$ cat src/rtl/pattern_seq.sv
// Table-driven pattern sequencer: plays up to DEPTH {byte, count} entries to a
// downstream pattern generator, one strobe per entry, handshaking on pat_rdy.
module pattern_seq #(
    parameter int unsigned AW    = 3,
    parameter int unsigned DEPTH = 2**AW
) (
    input  logic          clk,
    input  logic          rst,
    input  logic          wr_en,
    input  logic [AW-1:0] wr_addr,
    input  logic [15:0]   wr_data,
    input  logic [AW:0]   seq_len,
    input  logic          start,
    input  logic          abort,
    output logic          busy,
    output logic          done,
    output logic [AW-1:0] cur_idx,
    output logic          pat_en,
    output logic [7:0]    pat_data,
    output logic [7:0]    pat_cnt,
    input  logic          pat_rdy
);

    localparam int unsigned LW = AW + 1;

    typedef enum logic [2:0] {
        S_IDLE  = 3'd0,
        S_LOAD  = 3'd1,
        S_ARM   = 3'd2,
        S_FIRE  = 3'd3,
        S_GUARD = 3'd4,
        S_WAIT  = 3'd5,
        S_DONE  = 3'd6
    } state_e;

    state_e          state_q;
    logic [AW-1:0]   idx_q;
    logic [LW-1:0]   eff_len_q;
    logic            busy_q;
    logic            done_q;
    logic            pat_en_q;
    logic [7:0]      pat_data_q;
    logic [7:0]      pat_cnt_q;
    logic [15:0]     tbl_q [DEPTH];

    logic            last_c;
    logic [LW-1:0]   clamp_len_c;

    assign last_c      = (LW'(idx_q) == (eff_len_q - LW'(1)));
    assign clamp_len_c = (seq_len > LW'(DEPTH)) ? LW'(DEPTH) : seq_len;

    // Entry table: no reset, frozen while a run is in progress.
    always_ff @(posedge clk) begin
        if (!rst && wr_en && !busy_q) begin
            tbl_q[wr_addr] <= wr_data;
        end
    end

    // Sequencer FSM; every output is a register updated alongside the state.
    always_ff @(posedge clk) begin
        if (rst) begin
            state_q    <= S_IDLE;
            idx_q      <= '0;
            eff_len_q  <= '0;
            busy_q     <= 1'b0;
            done_q     <= 1'b0;
            pat_en_q   <= 1'b0;
            pat_data_q <= 8'h00;
            pat_cnt_q  <= 8'h00;
        end else begin
            done_q   <= 1'b0;
            pat_en_q <= 1'b0;
            case (state_q)
                S_IDLE: begin
                    if (start && !abort) begin
                        if (seq_len == '0) begin
                            state_q <= S_DONE;
                            done_q  <= 1'b1;
                        end else begin
                            state_q   <= S_LOAD;
                            idx_q     <= '0;
                            eff_len_q <= clamp_len_c;
                            busy_q    <= 1'b1;
                        end
                    end
                end
                S_LOAD: begin
                    pat_data_q <= tbl_q[idx_q][15:8];
                    pat_cnt_q  <= tbl_q[idx_q][7:0];
                    state_q    <= S_ARM;
                end
                S_ARM: begin
                    if (pat_rdy) begin
                        state_q  <= S_FIRE;
                        pat_en_q <= 1'b1;
                    end
                end
                S_FIRE: begin
                    state_q <= S_GUARD;
                end
                // Generator may not have dropped pat_rdy yet; skip one sample.
                S_GUARD: begin
                    state_q <= S_WAIT;
                end
                S_WAIT: begin
                    if (pat_rdy) begin
                        if (last_c) begin
                            state_q <= S_DONE;
                            done_q  <= 1'b1;
                            busy_q  <= 1'b0;
                        end else begin
                            idx_q   <= idx_q + AW'(1);
                            state_q <= S_LOAD;
                        end
                    end
                end
                S_DONE: begin
                    state_q <= S_IDLE;
                end
                default: begin
                    state_q <= S_IDLE;
                    busy_q  <= 1'b0;
                end
            endcase

            // Abort wins over any transition taken above while busy.
            if (abort && busy_q) begin
                state_q  <= S_IDLE;
                busy_q   <= 1'b0;
                done_q   <= 1'b0;
                pat_en_q <= 1'b0;
            end
        end
    end

    assign busy     = busy_q;
    assign done     = done_q;
    assign cur_idx  = idx_q;
    assign pat_en   = pat_en_q;
    assign pat_data = pat_data_q;
    assign pat_cnt  = pat_cnt_q;

endmodule

$ cat config.mk
export PLATFORM = sky130hd
export DESIGN_NAME = pattern_seq
export DESIGN_NICKNAME = d
export VERILOG_FILES = /design/src/rtl/pattern_seq.sv
export SDC_FILE = /design/constraint.sdc
export NUM_CORES = 1
export LEC_CHECK = 0
export CELL_PAD_IN_SITES_DETAIL_PLACEMENT = 2
export CELL_PAD_IN_SITES_GLOBAL_PLACEMENT = 2
export CORE_MARGIN = 5
export CORE_UTILIZATION = 40
export DETAILED_ROUTE_END_ITERATION = 10
export PLACE_DENSITY = 0.72
export SYNTH_ARGS = -nofsm -noshare
export SYNTH_HDL_FRONTEND = slang
export SYNTH_SLANG_ARGS = --single-unit
$ cat constraint.sdc
create_clock -name clk -period 3.9 [get_ports clk]
set_input_delay 1.17 -clock clk [delete_from_list [all_inputs] [get_ports clk]]
set_output_delay 1.17 -clock clk [all_outputs]
set_load 0.05 [all_outputs]
==> metrics.txt <==
Fin Clk Skew=0.005845 ns; status=complete, no violations; share of post-route cells with drive strength above 1=0.1780; most frequent cells in the layout=128 x edfxtp_1, 50 x clkdlybuf4s50_1, 32 x mux4_2; vias per inst=5.507; CP max-delay cell=clkdlybuf4s50_1; initial core utilization=0.4060; gpl congestion=between 0.7 and 0.8; Cell Area, Placed=~6900 µm²; Post-CTS Hold Fix Bufs=0; vias in the first global route=3814; Clock Path Buffers=2; Post-Synthesis Cell Area=6150 µm²; worst-path cell chain=clkdlybuf4s50_1; clk slew on worst S/H paths=0.06 ns; Least-Margin Pin Slew=0.7381 ns; Initial DRC Count=155; DRT antenna net count=0; combinational power share=0.055; Area growth syn-to-layout=20.90%; Seq/Total Area, Yosys=0.7194; sequential share of power=0.527; Final Hold Fails=0; CTS H-Tree Depth=4; Max FO, Critical Path=5; WL final=~14 mm; first-pass GRT wire length=22.62 mm; HPWL after detailed placement=8.800 mm; worst setup path class=register to output port; Crit path largest cell delay=slightly above 0.8 ns; DR vias=3387; syn_nets=383; clock sinks=157; Final Cycle Share=0.7221; worst path bufs/invs=1; final worst slack=between 1 and 1.5 ns; Yosys warning count=0; P per Cell Area=473.9 nW/µm²; post_cts resized=0; unrepaired setup endpoints after global routing=no; leading area contributor after synthesis=edfxtp_1; most common cell after layout, fill and taps aside=edfxtp_1; setup_tns=0 ns; Ant. Diodes=0; Die Y=134.0 µm; grt ovf=0; Place WS=a little over 0.9 ns; peak supply drop=0.0002989 V; Synth top area share=0.6250; crit end category=output port; Sw Ratio=0.2125; Leak=0.002299 µW; fin nets=446; Post-CTS Setup Repair Bufs=0; Die Wd=around 130 µm; I/O Buffers=50; core area=about 15000 µm²; clk root buf=clkbuf_16; Cells after Synth=352; TritonCTS buffer count=17; First-pass DRT Iterations=4; Setup-failing EPs final=0; Switch Pwr=~750 µW; max-cap viol count=0; DRC viols=0; slew margin rel.=0.5079; # rows=between 40 and 50; clock share of power=0.418; Ports=51; CTS tree=built; die area=around 18000 µm²; Yosys reg bits=157; Mean Syn Cell Area=around 17 µm²; CP Launch Type=register; # fillers=1392; Slew Viols, Final=0; pin count of the biggest net entering global routing=38; HP Class=register to register; routed length per instance=23.22 µm; Final Critical Period=2.816 ns; worst endpoint required time=2.73 ns; crit path DAT=1.65 ns; antenna violations before repair=0; gr usage total=0.1703; Top delay family on crit path=buffers and inverters; internal power=2775 µW; count of cell types in the netlist=36; Worst-Skew Late Latency=0.42 ns; final instance area=7435 µm²; synth top area cells=edfxtp_1 63%, mux4_2 12%, dfxtp_1 9.4%; Max Clk Rate=355.1 MHz
[worst paths after layout]
| path | start | endpoint | slack, ns | cells after the start |
|---|---|---|---|---|
| setup / recovery | busy | busy | 1.08 | 1 |
| hold / removal | eff_len_q[2] | eff_len_q[2] | 0.49 | 2 |
| setup reg to reg | cur_idx[2] | cur_idx[1] | 1.66 | 6 |
| hold reg to reg | eff_len_q[2] | eff_len_q[2] | 0.49 | 2 |
[power by group through the flow]
| stage | Combinational [µW] | Sequential [µW] | Clock [µW] |
|---|---|---|---|
| 3_3_place_gp | 188 | 1890 | 0 |
| 5_1_grt | 209 | 1860 | 1590 |
| 6_report | 193 | 1860 | 1470 |
| 4_1_cts | 197 | 1860 | 1510 |
| 3_5_place_dp | 196 | 1890 | 0 |
| 2_1_floorplan | 59.5 | 1930 | 0 |
[metal layers]
layer	up-vias	part of all wire	GRT usage
li1	1527	-	-
met1	1770	0.42	0.2098
met2	74	0.52	0.2987
met3	16	0.040	0.04164
met4	0	0.012	0.04971
met5	-	0	0
[synth_stat cells]
master     instances
edfxtp_1         128
mux4_2            32
dfxtp_1           29
nor2_1            28
a211oi_1          19
mux2i_1           17
nand2_1           15
clkbuf_1          14
a21oi_1            9
nor3_1             6
nand3b_1           5
buf_2              4
nand2b_1           4
nand3_1            4
a31oi_1            3
inv_1              3
o21ai_0            3
or3_1              3
xor2_1             3
a21o_1             2
and2_1             2
ha_1               2
nor2b_1            2
nor3b_1            2
o211ai_1           2
a31oi_4            1
a32oi_1            1
buf_1              1
buf_6              1
nand4b_1           1
nand4bb_1          1
nor4_1             1
o221ai_1           1
o41ai_2            1
or4_1              1
or4_4              1
[cells by family after synthesis]
logic type | Yosys count | synth area share
buffers and inverters | 23 | 0.01607
flip-flops | 157 | 0.7194
XOR/XNOR | 3 | 0.004273
multiplexers | 49 | 0.1449
adder cells (fa/ha/maj) | 2 | 0.004069
AND/OR/NAND/NOR | 76 | 0.06144
AO/OA/AOI/OAI | 42 | 0.04985
[registers in the layout, indices dropped and copies added, names as in the netlist, 3 cells and up]
signal,cells
cur_idx,3
eff_len_q,4
pat_cnt,8
pat_data,8
state_q,3
tbl_q,128
[cell type report]
class                           count  area, µm²  area share
Timing Repair Buffer               64      605.6     0.08145
Sequential cell                   157       4425      0.5953
Multi-Input combinational cell    172       1642      0.2208
Tap cell                          188      235.2     0.03164
Clock inverter                     10      75.07     0.01010
Clock buffer                       21      440.4     0.05924
Inverter                            3      11.26    0.001515
[stage by stage]
stage | hold WS (ns) | util | cells | total power (µW)
finish | 0.4892 | 0.4909 | 615 | 3523
global route | 0.5137 | 0.4909 | 615 | 3664
CTS | 0.4911 | 0.4909 | 615 | 3567
detailed placement | 0.4844 | 0.4568 | 584 | 2090
global placement | 0.4689 | 0.4568 | 584 | 2078
floorplan | 0.4449 | - | 352 | 1988
[worst reg2reg max path: stages, from the launching register on]
cell,delay (ns)
dfxtp_1,0.33
buf_4,0.36
xor2_1,0.16
or4_4,0.51
a31oi_4,0.38
mux2i_1,0.16
o41ai_2,0.25
Note: power is estimated with default switching activity, not from simulation.
